===== src/rtl/uart_tx_port.sv =====
`default_nettype none
// ============================================================================
//  Module      : uart_tx_port
//  Description : CPU output-port UART transmitter. Bytes written through the
//                port are queued in a small circular FIFO and shifted out as
//                8N1 frames on a registered, idle-high serial line. A status
//                byte {5'b0, overflow, full, busy} lets software poll for room.
//                Optional even parity is enabled by defining the macro
//                UART_TX_PARITY_EN (adds a PARITY bit between DATA and STOP).
//  Revision    : 1.0 - initial release
// ============================================================================
module uart_tx_port #(
    parameter int CLKS_PER_BIT = 16,
    parameter int DEPTH        = 4
) (
    input  logic       clk,
    input  logic       reset,
    input  logic       wr,
    input  logic [7:0] din,
    output logic       tx,
    output logic       busy,
    output logic       full,
    output logic [7:0] status
);

    // Baud counter just wide enough for 0..CLKS_PER_BIT-1.
    localparam int c_baud_w = (CLKS_PER_BIT > 1) ? $clog2(CLKS_PER_BIT) : 1;
    // Pointers carry one extra wrap bit to tell full from empty.
    localparam int c_ptr_w  = $clog2(DEPTH);

    localparam logic [c_baud_w-1:0] c_baud_last = c_baud_w'(CLKS_PER_BIT - 1);
    localparam logic [c_baud_w-1:0] c_baud_one  = c_baud_w'(1);
    localparam logic [c_ptr_w:0]    c_ptr_one   = (c_ptr_w + 1)'(1);

    typedef enum logic [2:0] {
        S_IDLE   = 3'd0,
        S_START  = 3'd1,
        S_DATA   = 3'd2,
`ifdef UART_TX_PARITY_EN
        S_PARITY = 3'd4,
`endif
        S_STOP   = 3'd3
    } state_t;

    // ------------------------------------------------------------------------
    // FIFO storage and pointers
    // ------------------------------------------------------------------------
    logic [7:0]          r_mem [DEPTH];
    logic [c_ptr_w:0]    r_wptr;
    logic [c_ptr_w:0]    r_rptr;
    logic                r_overflow;

    logic                w_empty;
    logic                w_full;
    logic                w_wr_ok;
    logic [7:0]          w_head;

    // ------------------------------------------------------------------------
    // Transmitter state
    // ------------------------------------------------------------------------
    state_t              r_state;
    state_t              w_state_next;
    logic [c_baud_w-1:0] r_baud;
    logic [c_baud_w-1:0] w_baud_next;
    logic [2:0]          r_bit;
    logic [2:0]          w_bit_next;
    logic [7:0]          r_shift;
    logic [7:0]          w_shift_next;
    logic                r_tx;
    logic                w_tx_next;
    logic                r_busy;
    logic                w_pop;
    logic                w_baud_last;
`ifdef UART_TX_PARITY_EN
    logic                r_parity;
`endif

    assign w_empty     = (r_wptr == r_rptr);
    assign w_full      = (r_wptr[c_ptr_w] != r_rptr[c_ptr_w]) &&
                         (r_wptr[c_ptr_w-1:0] == r_rptr[c_ptr_w-1:0]);
    // Full is judged on the pre-edge pointers, so a write landing in the
    // same cycle a slot drains is still dropped.
    assign w_wr_ok     = wr && !w_full;
    assign w_head      = r_mem[r_rptr[c_ptr_w-1:0]];
    assign w_baud_last = (r_baud == c_baud_last);

    // FIFO payload write; contents need no reset because pointers gate reads.
    always_ff @(posedge clk) begin
        if (w_wr_ok) begin
            r_mem[r_wptr[c_ptr_w-1:0]] <= din;
        end
    end

    // FIFO pointers and the sticky overflow flag.
    always_ff @(posedge clk) begin
        if (reset) begin
            r_wptr     <= '0;
            r_rptr     <= '0;
            r_overflow <= 1'b0;
        end else begin
            if (w_wr_ok) begin
                r_wptr <= r_wptr + c_ptr_one;
            end
            if (w_pop) begin
                r_rptr <= r_rptr + c_ptr_one;
            end
            if (wr && w_full) begin
                r_overflow <= 1'b1;
            end
        end
    end

    // Next-state logic: frame sequencing, baud/bit counting and FIFO pops.
    always_comb begin
        w_state_next = r_state;
        w_baud_next  = w_baud_last ? '0 : (r_baud + c_baud_one);
        w_bit_next   = r_bit;
        w_shift_next = r_shift;
        w_pop        = 1'b0;
        case (r_state)
            S_IDLE: begin
                w_baud_next = '0;
                if (!w_empty) begin
                    w_pop        = 1'b1;
                    w_shift_next = w_head;
                    w_state_next = S_START;
                end
            end
            S_START: begin
                if (w_baud_last) begin
                    w_state_next = S_DATA;
                    w_bit_next   = 3'd0;
                end
            end
            S_DATA: begin
                if (w_baud_last) begin
                    w_shift_next = {1'b0, r_shift[7:1]};
                    if (r_bit == 3'd7) begin
`ifdef UART_TX_PARITY_EN
                        w_state_next = S_PARITY;
`else
                        w_state_next = S_STOP;
`endif
                    end else begin
                        w_bit_next = r_bit + 3'd1;
                    end
                end
            end
`ifdef UART_TX_PARITY_EN
            S_PARITY: begin
                if (w_baud_last) begin
                    w_state_next = S_STOP;
                end
            end
`endif
            S_STOP: begin
                // Chain straight into the next frame when data is waiting.
                if (w_baud_last) begin
                    if (!w_empty) begin
                        w_pop        = 1'b1;
                        w_shift_next = w_head;
                        w_state_next = S_START;
                    end else begin
                        w_state_next = S_IDLE;
                    end
                end
            end
            default: begin
                w_state_next = S_IDLE;
                w_baud_next  = '0;
            end
        endcase
    end

    // Line level for the state being entered, so tx is a clean register.
    always_comb begin
        w_tx_next = 1'b1;
        case (w_state_next)
            S_START:  w_tx_next = 1'b0;
            S_DATA:   w_tx_next = w_shift_next[0];
`ifdef UART_TX_PARITY_EN
            S_PARITY: w_tx_next = r_parity;
`endif
            default:  w_tx_next = 1'b1;
        endcase
    end

    // Transmitter registers, including the registered tx and busy outputs.
    always_ff @(posedge clk) begin
        if (reset) begin
            r_state <= S_IDLE;
            r_baud  <= '0;
            r_bit   <= 3'd0;
            r_shift <= 8'h00;
            r_tx    <= 1'b1;
            r_busy  <= 1'b0;
        end else begin
            r_state <= w_state_next;
            r_baud  <= w_baud_next;
            r_bit   <= w_bit_next;
            r_shift <= w_shift_next;
            r_tx    <= w_tx_next;
            r_busy  <= (w_state_next != S_IDLE) || !w_empty;
        end
    end

`ifdef UART_TX_PARITY_EN
    // Even parity of the byte captured at pop time; the shifter is consumed.
    always_ff @(posedge clk) begin
        if (reset) begin
            r_parity <= 1'b0;
        end else if (w_pop) begin
            r_parity <= ^w_head;
        end
    end
`endif

    assign tx     = r_tx;
    assign busy   = r_busy;
    assign full   = w_full;
    assign status = {5'b0_0000, r_overflow, w_full, r_busy};

endmodule
`default_nettype wire

===== config.mk =====
export PLATFORM = sky130hd
export DESIGN_NAME = uart_tx_port
export DESIGN_NICKNAME = d
export VERILOG_FILES = /design/src/rtl/uart_tx_port.sv
export SDC_FILE = /design/constraint.sdc
export NUM_CORES = 1
export LEC_CHECK = 0
export BUFFER_PORTS_ARGS = -buffer_cell sky130_fd_sc_hd__buf_2
export CORE_MARGIN = 4
export CORE_UTILIZATION = 50
export CTS_CLUSTER_SIZE = 30
export DETAILED_ROUTE_END_ITERATION = 8
export GPL_ROUTABILITY_DRIVEN = 1
export PLACE_DENSITY_LB_ADDON = 0.3
export SLEW_MARGIN = 20
export SYNTH_ARGS = -nofsm -noshare
export SYNTH_HDL_FRONTEND = slang
export SYNTH_SLANG_ARGS = --single-unit
export TNS_END_PERCENT = 1

===== constraint.sdc =====
create_clock -name clk -period 1.9 [get_ports clk]
set_clock_uncertainty 0.05 [all_clocks]
set_input_delay 0.095 -clock clk [delete_from_list [all_inputs] [get_ports clk]]
set_output_delay 0.095 -clock clk [all_outputs]
set_load 0.005 [all_outputs]

==> results of run 1 <==
[registers in the layout (all words and copies together), names as in the netlist, named ones only]
| name | cells |
|---|---|
| r_baud | 4 |
| r_state | 3 |
| r_overflow | 1 |
| r_shift | 8 |
| tx | 1 |
| r_wptr | 3 |
| r_rptr | 3 |
| busy | 1 |
| r_bit | 3 |
| r_mem | 32 |
[per-layer routing]
metal	vias to the layer above	share of wire	routed length, µm	track usage
met5	-	0	0	0
met4	0	0.020	102	0.0914
met3	13	0.042	209	0.0439
met2	39	0.52	2590	0.293
met1	802	0.42	2100	0.192
li1	843	-	-	-
[per-stage QoR]
| stage | util | instance area [µm²] | setup WS, ns | hold WS, ns |
|---|---|---|---|---|
| after floorplan | - | 2750 | 0.248 | 0.144 |
| after global placement | 0.551 | 2870 | 0.217 | 0.259 |
| after detailed placement | 0.551 | 2870 | 0.189 | 0.261 |
| after CTS | 0.616 | 3210 | 0.177 | 0.0574 |
| after global routing | 0.616 | 3210 | 0.0826 | 0.0821 |
| final | 0.616 | 3210 | 0.181 | 0.0655 |
[layout by cell type, fill, tap and decap left out, drive strengths merged, types with 3 or more instances in the layout]
cell type    netlist  routed
xnor2              6       6
dfxtp             29      29
mux4               8       8
bufinv             0       3
buf               14      24
mux2i              3       3
or3                4       4
and3               3       3
o221a              4       4
nor3              11      11
ha                 8       8
nand3              4       4
clkbuf             3       9
nand2b             3       3
nand2             10      10
a21oi             10      10
xor2               4       4
and2               4       4
inv                7       7
dlygate4sd3        0       9
edfxtp            32      32
clkinv             0       3
conb               1       6
nor2              30      30
[power by group through the flow]
stage / sequential [µW] / combinational, µW / clock (µW)
2_1_floorplan: 1570 / 469 / 0
3_3_place_gp: 1610 / 553 / 0
3_5_place_dp: 1610 / 564 / 0
4_1_cts: 1590 / 581 / 1430
5_1_grt: 1600 / 637 / 1500
6_report: 1590 / 576 / 1420
[worst paths after layout]
| kind | cells past startpoint | slack [ns] | startpoint | end |
|---|---|---|---|---|
| hold / removal | 3 | 0.07 | reset | r_state[1] |
| setup reg to reg | 6 | 0.18 | r_baud[0] | r_shift[1] |
| hold reg to reg | 1 | 0.41 | r_baud[0] | r_baud[0] |
| setup / recovery | 6 | 0.18 | r_baud[0] | r_shift[1] |
[layout make-up]
| type | count | area [µm²] |
|---|---|---|
| clock buffers | 9 | 124 |
| clock inverters | 7 | 124 |
| repair buffers | 33 | 230 |
| inverters | 7 | 26.3 |
| well taps | 70 | 87.6 |
| flip-flops and latches | 61 | 1540 |
| multi-input cells | 138 | 1070 |
| fillers | 399 | 2000 |
[kinds of logic after synthesis]
family | share of synthesized area
AND/OR/NAND/NOR | 0.145
flip-flops | 0.565
AO/OA/AOI/OAI | 0.0890
buffers and inverters | 0.0482
multiplexers | 0.0771
XOR/XNOR | 0.0376
adder cells (fa/ha/maj) | 0.0367
other | 0.00138
[critical path, stage by stage, from the launching register on]
cell,delay [ns]
dfxtp_1,0.33
ha_1,0.25
and4_4,0.21
a21o_2,0.24
nand2b_1,0.09
o22ai_1,0.09
a221o_1,0.35
==> results.toml, run 1 <==
[clock_network]
cts_buffers = 9
cts.clk_slew.worst_paths_ns = 0.07
cts_tree = "yes"
clock-sinks = 61
clock-root-buffer = "clkbuf_8"
cts_resized = 0
hold_buffers = 9
htree_num_levels = 3
clockBufferDepth = 2
clock_latency_ns = 0.34
cts_setup_buffers = 0

[synth]
synthFlopType = "edfxtp_1"
syn_area_per_cell_um2 = 12.5
synth_edf_count = 32
synth.most_common_cell = "edfxtp_1"
yosysTopAreaCell = "edfxtp_1"
synth_cells = 218
syn_area_um2 = 2730
ys_top_cells_by_count = "edfxtp_1 (32), dfxtp_1 (29), nor2_1 (28)"
ys_async_sr_fraction = 0
yosysWarnings = 0
synth_area_leaders = "edfxtp_1 (35%), dfxtp_1 (21%), mux4_2 (6.6%), nor2_1 (3.9%), ha_1 (3.7%)"
seq_area_frac_synth = 0.565
synth_top_cell_area_share = 0.352
ys_ff_latch = 61
ys_types = 49

[power]
internal-power_uw = 2670
p_sw_uw = 915
seqPwrFrac = 0.443
swShare = 0.255
ir_drop_uv = 956
pwr-share-clk = 0.396
p_leak_uw = 0.00118
p_total_uw = 3580
combPwrFrac = 0.161
power.density_nw_per_um2 = 1120

[routing]
drt_pass1_iterations = 5
via_per_inst = 5.22
totalWireLength_um = 5000
wl_per_cell_um = 15.4
antenna_left = 0
drc_errors = 0
drtIter0Drc = 74
vias = 1697

[place]
post-place-cells = 300
dp_hpwl_um = 3180
gp_congestion = 0.806
port_buffers = 16

[cells_and_area]
nets = 269
drive_above_1_share = 0.267
finalNonFillerCells = 325
area_growth_syn_to_layout_pct = 17.6
insertedDiodeCount = 0

[timing]
period_minus_slack_ns = 1.72
rsz0062_at_grt = "false"
fmaxAchievable_ghz = 0.582
finalHoldViolCount = 0
setup_viol = 0
fin_crit_sh = 0.905
slew_violations = 0
tns_ns = 0

[die]
die_h_um = 81.8
start_util = 0.524
core_um2 = 5200
fp.dieW_um = 81.8
fp.dieArea_um2 = 6700
ios = 22
row_count = 26

[run_status]
status = "finished clean"

[grt]
grt_pass1_wl_um = 8160
first_global_vias = 1686
antenna_found_initial = 0
grt_use_total = 0.170
grt_max_degree = 21
overflow = 0

[setup_path]
arrival_ns = 1.90
path_class = "register to register"
endpoint_kind = "register"
crit_fanout = 4
cp_data_required_time_ns = 2.08
worst_setup_path_start_kind = "register"

[flow_run]
cap_violations = 0

[hold_path]
min_path_type = "primary input to register"
Power figures use the tool's default switching activity.
==> inputs of run 2 (changes only) <==
--- a/config.mk
+++ b/config.mk
@@ -11,7 +11,7 @@
 export CTS_CLUSTER_SIZE = 30
 export DETAILED_ROUTE_END_ITERATION = 8
 export GPL_ROUTABILITY_DRIVEN = 1
-export PLACE_DENSITY_LB_ADDON = 0.3
+export PLACE_DENSITY = 0.71
 export SLEW_MARGIN = 20
 export SYNTH_ARGS = -nofsm -noshare
 export SYNTH_HDL_FRONTEND = slang
==> run 2 against run 1 <==
Register-to-register slack is essentially flat. Sequential cell count unchanged. Critical path depth is the same. Critical path type unchanged. Die area did not move. Largest cell class unchanged. Largest power group unchanged.
==> results.toml, run 2 (synthesis gave the netlist of run 1 again) <==
[grt]
met2_usage = 0.280
overflow = 0
grt_pass1_wl_um = 8640
grt_use_met3 = 0.0417
grt_use_met1 = 0.221
grt_max_degree = 21
grt_use_total = 0.178
antenna_found_initial = 0
first_global_vias = 1739
top_usage_layer = "met2"

[cells_and_area]
nets = 268
regArea_um2 = 1540
drive_above_1_share = 0.264
final_common_cell = "edfxtp_1"
insertedDiodeCount = 0
fillCellCount = 405
multi_input_comb_area_um2 = 1070
area_growth_syn_to_layout_pct = 16.1
largest_register_ffs = 32
final_cell_mix = "edfxtp_1 (32), dfxtp_1 (29), nor2_1 (28)"

[setup_path]
worst_setup_path_start_kind = "register"
cp_cell_sequence = "ha_1 -> and4_4 -> a21o_2 -> nand2b_1 -> o22ai_1 -> a221o_1"
path_class = "register to register"
crit_family = "compound AO/OA/AOI/OAI gates"
cp_slowest_cell = "a221o_1"
crit_buf_inv = 0
endpoint_kind = "register"
critical-path-max-stage-delay_ns = 0.35
crit_fanout = 4
arrival_ns = 1.91
cp_data_required_time_ns = 2.08

[timing]
setup_viol = 0
finalHoldViolCount = 0
rsz0062_at_grt = "false"
period_minus_slack_ns = 1.73
fin_crit_sh = 0.912
fmaxAchievable_ghz = 0.577
slew_violations = 0
tns_ns = 0

[place]
port_buffers = 16
dp_hpwl_um = 3160
gp_congestion = 0.805

[routing]
drtIter0Drc = 96
drt_pass1_iterations = 4
via_per_inst = 5.28
vias = 1712
wl_per_cell_um = 15.1
antenna_left = 0
drc_errors = 0
totalWireLength_um = 4900

[die]
fp.dieArea_um2 = 6700
fp.dieW_um = 81.8
start_util = 0.524
ios = 22
core_um2 = 5200
row_count = 26
die_h_um = 81.8

[run_status]
status = "finished clean"

[clock_network]
cts.clk_slew.worst_paths_ns = 0.07
clock-sinks = 61
cts_setup_buffers = 0
htree_num_levels = 3
clock_latency_ns = 0.33
cts_resized = 0
clockBufferDepth = 2
cts_tree = "yes"
cts_buffers = 9
clock-root-buffer = "clkbuf_8"

[power]
ir_drop_uv = 712
power.density_nw_per_um2 = 1080
p_leak_uw = 0.00116
p_total_uw = 3410

[flow_run]
cap_violations = 0

[hold_path]
min_path_type = "primary input to register"
-- run 2: cell types whose count changed in the layout (fill, tap and decap cells not counted) --
cell / before / now
buf_4: 8 / 7
bufinv_16: 3 / 2
clkinv_2: 0 / 3
clkinv_4: 3 / 0
clkinvlp_4: 1 / 2
-- run 2: repair_timing --
action,CTS,global route
hold buffers,9,0
setup endpoints to repair,0,0
hold endpoints to repair,33,0
-- run 2: final cells by class --
type,count,share of cell area
clock inverter,7,0.0285
timing repair buffer,32,0.0704
sequential,61,0.487
tap,70,0.0277
multi-input combinational,138,0.339
inverter,7,0.00830
clock buffer,9,0.0391
-- run 2: power breakdown --
| group | total (µW) | internal [µW] | switching [µW] |
|---|---|---|---|
| combinational | 580 | 299 | 282 |
| sequential | 1590 | 1500 | 89.7 |
| clock | 1250 | 730 | 516 |
| total | 3410 | 2530 | 888 |
-- run 2: metal layers --
layer / up-vias / wire (µm) / share of wire
li1: 838 / - / -
met1: 827 / 2170 / 0.44
met2: 36 / 2440 / 0.50
met3: 11 / 150 / 0.031
met4: 0 / 140 / 0.029
met5: - / 0 / 0
-- run 2: metrics by stage --
stage / hold WS, ns / setup WS [ns] / instances / util / area (µm²)
after global placement: 0.261 / 0.217 / 299 / 0.550 / 2860
final: 0.0777 / 0.168 / 324 / 0.608 / 3160
after detailed placement: 0.260 / 0.179 / 299 / 0.550 / 2860
after floorplan: 0.144 / 0.248 / 223 / - / 2750
after CTS: 0.0689 / 0.161 / 324 / 0.608 / 3160
after global routing: 0.107 / 0.0105 / 324 / 0.608 / 3160
-- run 2: path summary, 6_finish.rpt --
path | start | depth (start not counted) | end | slack (ns)
setup / recovery | r_baud[0] | 6 | r_shift[1] | 0.17
hold / removal | reset | 3 | r_state[1] | 0.08
setup reg to reg | r_baud[0] | 6 | r_shift[1] | 0.17
hold reg to reg | r_baud[0] | 1 | r_baud[0] | 0.40
-- run 2: worst register-to-register path: stages, from the launching register on --
cell and delay, ns:
dfxtp_1 0.32, ha_1 0.25, and4_4 0.21, a21o_2 0.24, nand2b_1 0.10, o22ai_1 0.10
a221o_1 0.35
==> inputs of run 3 (changes only) <==
==> constraint.sdc (replaced) <==
create_clock -name clk -period 2.2 [get_ports clk]
set_clock_uncertainty 0.05 [all_clocks]
set_input_delay 0.11 -clock clk [delete_from_list [all_inputs] [get_ports clk]]
set_output_delay 0.11 -clock clk [all_outputs]
set_load 0.005 [all_outputs]
==> run 3 against run 2 <==
Hold slack better by 0.00085 ns. Power down 16%. Final cell count down 1.5%. Sequential power down 14%. Sequential share of layout area up 0.70 points. First-iteration DRC count down 45%.
==> results.toml, run 3 (synthesis gave the netlist of run 1 again) <==
[run_status]
status = "finished clean"

[setup_path]
critical-path-max-stage-delay_ns = 0.63
reg2reg_depth = 5
arrival_ns = 1.92
endpoint_kind = "register"
cp_slowest_cell = "dfxtp_1"
path_class = "register to register"
cp_cell_sequence = "and4_4 -> a21o_2 -> nand3b_2 -> xor2_1 -> nor2_1"
crit_fanout = 12
cp_data_required_time_ns = 2.37
worst_setup_path_start_kind = "register"

[cells_and_area]
fillCellCount = 418
largest_register_ffs = 32
final_cell_mix = "edfxtp_1 (32), dfxtp_1 (29), nor2_1 (28)"
drive_above_1_share = 0.249
area_growth_syn_to_layout_pct = 14.4
multi_input_comb_area_um2 = 1070
finalNonFillerCells = 319
insertedDiodeCount = 0
final_common_cell = "edfxtp_1"
regArea_um2 = 1540
nets = 263

[routing]
antenna_left = 0
drt_pass1_iterations = 4
totalWireLength_um = 4530
wl_per_cell_um = 14.2
drc_errors = 0
drtIter0Drc = 53
vias = 1663
via_per_inst = 5.21

[timing]
fin_crit_sh = 0.795
rsz0062_at_grt = "false"
tns_ns = 0
period_minus_slack_ns = 1.75
slew_violations = 0
setup_viol = 0
fmaxAchievable_ghz = 0.572
hold_slack_ns = 0.0785
finalHoldViolCount = 0

[die]
start_util = 0.524
die_h_um = 81.8
fp.dieW_um = 81.8
ios = 22
core_um2 = 5200
fp.dieArea_um2 = 6700
row_count = 26

[power]
p_total_uw = 2860
ir_drop_uv = 829
power.density_nw_per_um2 = 917
p_leak_uw = 0.00113

[place]
post-place-cells = 294
dp_hpwl_um = 3140
gp_congestion = 0.811
port_buffers = 16

[clock_network]
clock-root-buffer = "clkbuf_8"
clock_latency_ns = 0.33
htree_num_levels = 3
cts_setup_buffers = 0
cts.clk_slew.worst_paths_ns = 0.07
clockBufferDepth = 2
cts_tree = "yes"
clock-sinks = 61
cts_buffers = 9

[grt]
first_global_vias = 1570
grt_use_total = 0.159
overflow = 0
grt_max_degree = 21
grt_pass1_wl_um = 7740
antenna_found_initial = 0

[flow_run]
cap_violations = 0

[hold_path]
min_path_type = "primary input to register"
whs_path_depth = 3
## run 3: cell count changes in the layout (fill, tap and decap cells not counted), sizes merged
cell,delta
buf,-5
clkinvlp,-2
inv,+2
bufinv,-1
clkinv,+1
## run 3: power by group
| group | leakage [µW] | internal (µW) | switching, µW |
|---|---|---|---|
| Combinational | 0.000497 | 244 | 250 |
| Clock | 0.000104 | 538 | 465 |
| Sequential | 0.000530 | 1290 | 69.0 |
| Total | 0.00113 | 2070 | 785 |
## run 3: critical path: cells and delay by family (launching register included)
kind,cells,cell delay [ns]
simple gates,3,0.55
compound gates,1,0.17
flops,1,0.63
xor+xnor,1,0.24
## run 3: layout make-up
cell class	count	share of cell area
Sequential cell	61	0.494
Multi-Input combinational cell	138	0.344
Timing Repair Buffer	27	0.0594
Clock buffer	9	0.0397
Tap cell	70	0.0281
Clock inverter	7	0.0265
Inverter	7	0.00842
## run 3: per-layer routing
| layer | share of wire | global-route usage | up-vias | routed length, µm |
|---|---|---|---|---|
| met4 | 0.019 | 0.0897 | 0 | 85 |
| met5 | 0 | 0 | - | 0 |
| li1 | - | - | 836 | - |
| met3 | 0.032 | 0.0362 | 9 | 145 |
| met2 | 0.47 | 0.235 | 29 | 2130 |
| met1 | 0.48 | 0.216 | 789 | 2160 |
## run 3: path summary, 6_finish.rpt
path / startpoint / endpoint / slack (ns)
setup / recovery: r_state[1] / r_rptr[0] / 0.45
hold / removal: reset / r_state[1] / 0.08
setup reg to reg: r_state[1] / r_rptr[0] / 0.45
hold reg to reg: r_baud[0] / r_baud[0] / 0.40
## run 3: timing repair
item,4_1_cts,5_1_grt
hold buffers,9,0
gates resized for setup,0,0
hold endpoints to repair,33,0
## run 3: stage by stage
step           setup slack [ns]  instance area (µm²)  utilization
6_report                  0.450                 3120        0.599
5_1_grt                   0.279                 3120        0.599
4_1_cts                   0.440                 3120        0.599
3_5_place_dp              0.446                 2820        0.542
3_3_place_gp              0.493                 2820        0.542
2_1_floorplan             0.548                 2750            -
